**src/rtl/matmul_pkg.sv**
```systemverilog
// Shared types and helpers for the matrix multiply engine: FSM states,
// index-width helper and the wrap/saturate writeback decision.
package matmul_pkg;

  typedef enum logic [1:0] {
    IDLE = 2'd0,
    RUN  = 2'd1,
    DONE = 2'd2
  } state_e;

  typedef enum logic [1:0] {
    SAT_PASS = 2'd0,
    SAT_HI   = 2'd1,
    SAT_LO   = 2'd2
  } sat_e;

  localparam int unsigned MIN_IDX_W = 1;

  // Counter width for a range of n values; never narrower than one bit.
  function automatic int unsigned idx_w(input int unsigned n);
    return (n <= 1) ? MIN_IDX_W : $clog2(n);
  endfunction

  // Chooses between passing the wrapped low bits and clamping to a rail.
  function automatic sat_e sat_action(input logic sat_en, input logic fits, input logic neg);
    if (!sat_en || fits) return SAT_PASS;
    return neg ? SAT_LO : SAT_HI;
  endfunction

endpackage

```
**src/rtl/matmul_mac_lane.sv**
```systemverilog
// One signed multiply-accumulate lane; acc_o is the running sum including the
// current product so the writeback can use it on the same edge.
module matmul_mac_lane #(
  parameter int W    = 32,
  parameter int ACCW = 66
) (
  input  logic                   clk,
  input  logic                   reset,
  input  logic                   clr_i,
  input  logic                   en_i,
  input  logic signed [W-1:0]    a_i,
  input  logic signed [W-1:0]    b_i,
  output logic signed [ACCW-1:0] acc_o
);

  logic signed [ACCW-1:0]  acc_q;
  logic signed [2*W-1:0]   a_ext;
  logic signed [2*W-1:0]   b_ext;
  logic signed [2*W-1:0]   prod;

  assign a_ext = {{W{a_i[W-1]}}, a_i};
  assign b_ext = {{W{b_i[W-1]}}, b_i};
  assign prod  = a_ext * b_ext;
  assign acc_o = acc_q + {{(ACCW-2*W){prod[2*W-1]}}, prod};

  // Clear wins over accumulate so a finished dot product restarts from zero.
  always_ff @(posedge clk or posedge reset) begin
    if (reset) begin
      acc_q <= '0;
    end else if (clr_i) begin
      acc_q <= '0;
    end else if (en_i) begin
      acc_q <= acc_o;
    end
  end

endmodule

```
**src/rtl/matmul_engine.sv**
```systemverilog
// Signed NxN matrix multiplier C = A*B with LANES parallel MAC lanes,
// element-wise load/read ports and wrap or saturate writeback.
module matmul_engine #(
  parameter int N     = 4,
  parameter int W     = 32,
  parameter int LANES = 1,
  parameter int ACCW  = 2*W + $clog2(N)
) (
  input  logic                    clk,
  input  logic                    reset,
  input  logic                    wr_en_i,
  input  logic                    wr_sel_i,
  input  logic [$clog2(N*N)-1:0]  wr_addr_i,
  input  logic [W-1:0]            wr_data_i,
  input  logic                    start_i,
  input  logic                    sat_mode_i,
  input  logic [$clog2(N*N)-1:0]  rd_addr_i,
  output logic [W-1:0]            rd_data_o,
  output logic                    busy_o,
  output logic                    done_o,
  output logic                    ovf_o
);
  import matmul_pkg::*;

  localparam int AW     = $clog2(N*N);
  localparam int IW     = idx_w(N);
  localparam int GROUPS = N / LANES;
  localparam int GW     = idx_w(GROUPS);
  localparam logic [IW-1:0] LAST_IDX = IW'(N-1);
  localparam logic [GW-1:0] LAST_GRP = GW'(GROUPS-1);
  localparam logic [AW:0]   NN       = (AW+1)'(N*N);

  logic [W-1:0] a_mem [N*N];
  logic [W-1:0] b_mem [N*N];
  logic [W-1:0] c_mem [N*N];

  state_e        state_q, state_d;
  logic [IW-1:0] i_q, i_d;
  logic [GW-1:0] g_q, g_d;
  logic [IW-1:0] k_q, k_d;
  logic          ovf_q, ovf_d;
  logic          sat_q, sat_d;
  logic [W-1:0]  rd_data_q;

  logic running, accept_start, last_k, wr_ok, rd_ok;
  logic [AW-1:0] a_idx;
  logic [AW-1:0] b_idx [LANES];
  logic [AW-1:0] c_idx [LANES];
  logic signed [ACCW-1:0] lane_acc [LANES];
  logic [W-1:0]     wb_data [LANES];
  logic [LANES-1:0] lane_fits;
  logic [LANES-1:0] wb_ovf;

  assign running      = (state_q == RUN);
  assign accept_start = start_i && !running;
  assign last_k       = (k_q == LAST_IDX);
  assign wr_ok        = wr_en_i && !running && ({1'b0, wr_addr_i} < NN);
  assign rd_ok        = ({1'b0, rd_addr_i} < NN);
  assign a_idx        = AW'(int'(i_q) * N + int'(k_q));

  for (genvar l = 0; l < LANES; l++) begin : g_lane
    assign b_idx[l] = AW'(int'(k_q) * N + int'(g_q) * LANES + l);
    assign c_idx[l] = AW'(int'(i_q) * N + int'(g_q) * LANES + l);

    matmul_mac_lane #(.W(W), .ACCW(ACCW)) u_lane (
      .clk   (clk),
      .reset (reset),
      .clr_i (accept_start || (running && last_k)),
      .en_i  (running),
      .a_i   (a_mem[a_idx]),
      .b_i   (b_mem[b_idx[l]]),
      .acc_o (lane_acc[l])
    );

    // The sum fits in W signed bits when every bit from W-1 upward matches the sign.
    assign lane_fits[l] = (&lane_acc[l][ACCW-1:W-1]) || !(|lane_acc[l][ACCW-1:W-1]);
    assign wb_ovf[l]    = ~lane_fits[l];

    always_comb begin
      wb_data[l] = lane_acc[l][W-1:0];
      case (sat_action(sat_q, lane_fits[l], lane_acc[l][ACCW-1]))
        SAT_HI:  wb_data[l] = {1'b0, {(W-1){1'b1}}};
        SAT_LO:  wb_data[l] = {1'b1, {(W-1){1'b0}}};
        default: ;
      endcase
    end
  end

  // Walk row i, column group g, inner index k; the last k of the last cell ends the run.
  always_comb begin
    state_d = state_q;
    i_d     = i_q;
    g_d     = g_q;
    k_d     = k_q;
    ovf_d   = ovf_q;
    sat_d   = sat_q;
    case (state_q)
      IDLE, DONE: begin
        if (start_i) begin
          state_d = RUN;
          i_d     = '0;
          g_d     = '0;
          k_d     = '0;
          ovf_d   = 1'b0;
          sat_d   = sat_mode_i;
        end
      end
      RUN: begin
        if (last_k) begin
          ovf_d = ovf_q | (|wb_ovf);
          k_d   = '0;
          if (g_q == LAST_GRP) begin
            g_d = '0;
            if (i_q == LAST_IDX) begin
              i_d     = '0;
              state_d = DONE;
            end else begin
              i_d = i_q + 1'b1;
            end
          end else begin
            g_d = g_q + 1'b1;
          end
        end else begin
          k_d = k_q + 1'b1;
        end
      end
      default: state_d = IDLE;
    endcase
  end

  always_ff @(posedge clk or posedge reset) begin
    if (reset) begin
      state_q <= IDLE;
      i_q     <= '0;
      g_q     <= '0;
      k_q     <= '0;
      ovf_q   <= 1'b0;
      sat_q   <= 1'b0;
    end else begin
      state_q <= state_d;
      i_q     <= i_d;
      g_q     <= g_d;
      k_q     <= k_d;
      ovf_q   <= ovf_d;
      sat_q   <= sat_d;
    end
  end

  // Matrix storage carries no reset; contents are reloaded by software after reset.
  always_ff @(posedge clk) begin
    if (wr_ok) begin
      if (wr_sel_i) begin
        b_mem[wr_addr_i] <= wr_data_i;
      end else begin
        a_mem[wr_addr_i] <= wr_data_i;
      end
    end
    if (running && last_k) begin
      for (int l = 0; l < LANES; l++) begin
        c_mem[c_idx[l]] <= wb_data[l];
      end
    end
  end

  always_ff @(posedge clk or posedge reset) begin
    if (reset) begin
      rd_data_q <= '0;
    end else begin
      rd_data_q <= rd_ok ? c_mem[rd_addr_i] : '0;
    end
  end

  assign rd_data_o = rd_data_q;
  assign busy_o    = running;
  assign done_o    = (state_q == DONE);
  assign ovf_o     = ovf_q;

endmodule

```
**config.mk**
```make
export PLATFORM = sky130hd
export DESIGN_NAME = matmul_engine
export DESIGN_NICKNAME = d
export VERILOG_FILES = /design/src/rtl/matmul_pkg.sv /design/src/rtl/matmul_mac_lane.sv /design/src/rtl/matmul_engine.sv
export SDC_FILE = /design/constraint.sdc
export NUM_CORES = 2
export LEC_CHECK = 0
export ABC_AREA = 1
export CAP_MARGIN = 10
export CELL_PAD_IN_SITES_DETAIL_PLACEMENT = 0
export CELL_PAD_IN_SITES_GLOBAL_PLACEMENT = 1
export CORE_AREA = 2 2 483 485
export DETAILED_ROUTE_END_ITERATION = 8
export DIE_AREA = 0 0 485 487
export PLACE_DENSITY = 0.84
export SKIP_LAST_GASP = 1
export SYNTH_ARGS = -nofsm -noshare
export SYNTH_HDL_FRONTEND = slang
export SYNTH_SLANG_ARGS = --single-unit
```
**constraint.sdc**
```tcl
create_clock -name clk -period 11.55 [get_ports clk]
set_clock_uncertainty 0.1 [all_clocks]
set_input_delay 2.31 -clock clk [delete_from_list [all_inputs] [get_ports clk]]
set_output_delay 2.31 -clock clk [all_outputs]
set_load 0.1 [all_outputs]
```
# Word-level counts from Yosys, hierarchy flattened
# Memories as Yosys holds them, arrays and structs flattened. A register that Yosys moved wholly into a read port is not among the register bits.
# Index checks and enable logic that the tools add are counted.
[totals]
reg_bits = 76
ram_bits = 1536
output_inout_bits = 35
memories = 3
[op_classes]
addsub = 7
n_mul = 1
n_eq_ne = 11
muxes = 33
n_bitwise = 2
reduce_logical = 20
[memory_table]
columns = ["memory", "words", "word_bits", "rd", "rd_clocked_by_memory_dff", "write_ports", "line", "source"]
rows = [
  ["a_mem", 16, 32, 1, 0, 1, "matmul_engine.sv:33", "logic [W-1:0] a_mem [N*N];"],
  ["b_mem", 16, 32, 1, 0, 1, "matmul_engine.sv:34", "logic [W-1:0] b_mem [N*N];"],
  ["c_mem", 16, 32, 1, 1, 1, "matmul_engine.sv:35", "logic [W-1:0] c_mem [N*N];"],
]
[op_table]
columns = ["cell", "count"]
rows = [
  ["$mux 66", 2],
  ["$add 66x66->66", 1],
  ["$mul 32x32->64", 1],
  ["$pmux 32 s2", 1],
  ["$reduce_and 35->1", 1],
  ["$reduce_or 35->1", 1],
  ["$mux 2", 14],
  ["$pmux 2 s2", 4],
  ["$add 4x2->4", 3],
  ["$mux 1", 11],
  ["$eq 2x2->1 const B", 5],
  ["$reduce_and 4->1", 2],
  ["$add 2x1->2 const B", 3],
  ["$ne 2x1->1 const B", 3],
  ["$eq 2x1->1 const B", 2],
  ["$reduce_and 2->1", 2],
  ["$reduce_bool 2->1", 2],
  ["$logic_and 1x1->1", 3],
  ["$logic_not 1->1", 3],
  ["$logic_or 1x1->1", 3],
  ["$reduce_and 3->1", 1],
  ["$logic_not 2->1", 1],
  ["$ne 2x2->1 const B", 1],
  ["$pmux 1 s2", 1],
  ["3 further kinds", 3],
]

# Logic depth before layout (Yosys ltp)
# An unclocked memory read counts as a cell.
[depth]
ltp_word = 12
ltp_mapped = 64
mapped_depth_nobuf = 60

# Modules after synthesis
# Synthesis repeated with hierarchy kept, for this count alone.
[unflattened]
cells_unflattened = 10339
hier_area_um2 = 106569.7
[by_module_without_submodules]
columns = ["mod", "n_inst", "cells_each", "area_per_inst_um2"]
rows = [
  ["matmul_engine", 1, 4598, 61695.4],
  ["matmul_mac_lane", 1, 5741, 44874.3],
]

# Worst setup path after synthesis
# OpenSTA, ideal clock, no wires.
[synth_path]
path_kind = "register to register"
start = "reg g_q[0]"
end = "mem c_mem[0][31], data pin"
setup_ns = 0.330
t_arrival_ns = 10.805
path_slack_ns = 0.315
path_stages_with_launch = 52
period_less_slack_ns = 11.235
path_cell_list = "dfrtp_1 buf_2 clkbuf_1 buf_2 buf_2 nor2_1 o221ai_1 nand3_1 nand2_1 clkbuf_1 nand2_1 fa_1 inv_1 fa_1 fa_1 fa_1 inv_1 fa_1 [16 not listed] inv_1 ha_1 nand2_1 nor2_1 nand2_1 nor2_1 nand2_1 inv_1 nand4_1 nand3_1 nand2_1 nand2_1 nand2_1 nand2_1 nor2_1 nand3_2 nand3_4 o21ai_0"
[synth_lines]
columns = ["element", "line", "source"]
rows = [
  ["start, declared", "matmul_engine.sv:39", "logic [GW-1:0] g_q, g_d;"],
  ["start signal, assigned", "matmul_engine.sv:142", "g_q <= g_d;"],
  ["end, declared", "matmul_engine.sv:35", ""],
]

==> results.md <==
- Root Buffer Master: clkbuf_16
- Final Max Tran Viols: 0
- Detailed-route via count: 79200
- #FFs+latches synth: 1644
- Fillers: 19400
- Max incr delay on CP: 600 ps
- Vias in the first global route: 79700
- Final nets: 12600
- Top Family by Delay on Critical Path: adder cells
- Fraction of registers with async set/reset: 6.57%
- Most common cell on crit path: nand2_1
- Post-Syn Instances: 10600
- Chip width: 485 µm
- Post-synth top cells: nand2_1, inv_1, edfxtp_1
- Post-place setup slack: -501 ps
- Crit path depth: 52
- Worst hold path class: flop to flop
- 1st-iter DRT viols: 8580
- Violated checks: negative setup slack
- Setup crit end kind: flop
- Clock buffer depth: 3
- # hold bufs at CTS: 0
- Via density: 5.48
- Ys Warns: 0
- Slowest-stage cell, CP: fa_2
- Post-route clock period utilization: 100%
- Worst-skew pair later-pin latency: 890 ps
- Number of max-cap violations: 0
- Global route total overflow: 0
- Reg2Reg Launch Point: k_q[0]
- Hold Crit Start: g_lane[0].u_lane.acc_q[33]
- Die ar.: 236000 µm²
- Worst Setup Start Kind: flop
- HPWL after DPL: 214 mm
- Initial antenna violation count: 12
- Synth unique cells: 46
- Net Count, Synth: 12000
- # setup viols final: 26
- P&R area growth vs syn: 17.3%
- Largest cells by area after synthesis: edfxtp_1, fa_1, nand2_1
- Post-Route WL: 319 mm
- First-pass GRT wire length: 474 mm
- Max Freq: 86.5 MHz
- CP Max Fanout: 16
- RSZ-0062 raised after global routing: true
- R2R Setup Slk: -8 ps
- CTS tree: built
- Number of buffers and inverters on the critical path: 14
- Area leader, netlist: edfxtp_1
- Largest net degree at the start of global routing: 259
- Row cnt: 177
- Final Util: 54.7%
- Reg clk slew, reported paths: 70 ps
- CP arrival: 11990 ps
- TritonCTS Sinks: 1644
- Cell depth of the worst flop-to-flop path: 52
- Crit path launch: k_q[0]
- Post-Syn Area per Cell: 10.1 µm²
- Finished Layout Cells: 14400
- Mapped cell area: 108000 µm²
- Worst Tran Pin Value: 1310 ps
- H-tree levels: 4
- Final GP Congestion: 0.969
- Hold path depth: 2
- Final Hold Viols: 0
- Drt pass-1 iters: 6
- Min Tclk post-route: 11560 ps
- Number of flops mapped to enable cells by yosys: 1536
- WS Path Type: flop to flop
- Layout cells sized above 1: 12.9%
- Final ANT Viol Nets: 0
- Worst slew margin: 12.8%
- Initial Utilization: 46.6%
- Area of the core: 231000 µm²
- Boundary Pins: 81
- Ys flop type: edfxtp_1
- Routed length per instance: 22.1 µm
- Seq/Total Area, Yosys: 45.3%
- Buffers on Ports: 80
- CP required: 11990 ps
- # DRC: 0
- Outcome: finished with violations
- Most common cell in the netlist: nand2_1
- GRT Overall Usage: 26.3%
- Setup ws final: -7.95 ps
- Top-area cell type share of the netlist area: 42.8%
- CTS Buf Count: 164
- Placed cell count: 14000
- Chip Height: 487 µm
-- cells in the final DEF (no fill, tap or decap), types with 13 or more instances in the layout --
cell | synthesis | final
nand2_2 | 4 | 45
o221ai_1 | 179 | 179
xor2_1 | 41 | 38
clkinv_1 | 6 | 33
nand4_1 | 22 | 22
bufinv_16 | 0 | 14
xnor2_1 | 55 | 53
nor3_1 | 21 | 14
buf_12 | 0 | 105
ha_4 | 0 | 31
nand3_1 | 286 | 282
a21oi_2 | 0 | 31
o21ai_1 | 0 | 37
nand2_1 | 2130 | 2079
buf_4 | 0 | 721
o211ai_1 | 209 | 209
fa_2 | 0 | 24
fa_1 | 1083 | 1059
inv_1 | 2078 | 2067
clkinv_2 | 0 | 25
nor2_2 | 6 | 41
buf_16 | 0 | 16
clkbuf_1 | 357 | 35
o21bai_1 | 16 | 13
ha_1 | 260 | 222
clkinv_16 | 0 | 14
buf_6 | 3 | 25
clkbuf_16 | 0 | 189
edfxtp_1 | 1536 | 1536
dfrtp_1 | 108 | 102
nor2_4 | 0 | 59
mux2i_1 | 128 | 128
nor2_1 | 781 | 687
o21ai_0 | 771 | 723
a21oi_1 | 241 | 205
clkdlybuf4s50_1 | 0 | 75
o22ai_1 | 77 | 76
-- flip-flops by register name (all words and copies together) (netlist names), 2 cells and up --
name and cells:
a_mem 512, b_mem 512, c_mem 512, g_lane.u_lane.acc_q 66, g_q 2, i_q 2, k_q 2, rd_data_o 32
state_q 2
-- cells by family after synthesis --
kind of cell	count (synthesis)	share of synthesized area [%]
XOR/XNOR	96	0.779
buffers and inverters	2607	9.20
adder cells (fa/ha/maj)	1343	23.1
AO/OA/AOI/OAI	1533	8.44
AND/OR/NAND/NOR	3289	12.0
multiplexers	128	1.19
flip-flops	1644	45.3
-- worst min-delay path: cells and delay by family, from the launching register on --
| kind | cells | cell delay (ps) |
|---|---|---|
| AOI/OAI and AO/OA | 1 | 70 |
| DFF | 1 | 350 |
| and+or+nand+nor | 1 | 70 |
-- metal layers --
| metal | track usage (%) | vias up | part of all wire [%] |
|---|---|---|---|
| met2 | 43.4 | 3701 | 48 |
| li1 | - | 35400 | - |
| met1 | 35.0 | 39400 | 39 |
| met4 | 10.5 | 4 | 4.3 |
| met5 | 0 | - | 0.0075 |
| met3 | 3.97 | 667 | 8.7 |
-- metrics by stage --
| stage | instance area [µm²] | hold slack (ps) | setup TNS [ps] |
|---|---|---|---|
| 6_report | 127000 | 422 | -100 |
| 5_1_grt | 127000 | 445 | -205380 |
| 4_1_cts | 124000 | 427 | -45930 |
| 3_5_place_dp | 118000 | 412 | -237520 |
| 3_3_place_gp | 118000 | 401 | -157240 |
| 2_1_floorplan | 108000 | 384 | 0 |
-- final timing paths --
check,end
setup / recovery,c_mem[11][3]
hold / removal,g_lane[0].u_lane.acc_q[33]
hold reg to reg,g_lane[0].u_lane.acc_q[33]
max in group asynchronous,k_q[0]
min in group asynchronous,rd_data_o[14]
setup reg to reg,c_mem[11][3]
-- repair_timing --
action / in CTS / in global routing
pin swaps: 2 / 81
buffers inserted: 3 / 71
setup endpoints to repair: 513 / 514
gates resized for setup: 37 / 363
gates cloned: 3 / 28
-- cell type report --
class	instances	area, µm²	area share, %
repair buffers	975	9700	7.67
clock inverters	94	1160	0.913
flip-flops and latches	1644	48800	38.6
diodes	10	25.0	0.0198
multi-input cells	6389	50800	40.1
well taps	3043	3810	3.01
repair inverters	1	11.3	0.00890
inverters	2085	7900	6.24
clock buffers	206	4330	3.42
Power is not shown: default switching activity piles up to over one toggle a cycle in this logic, so the estimate is an artifact.
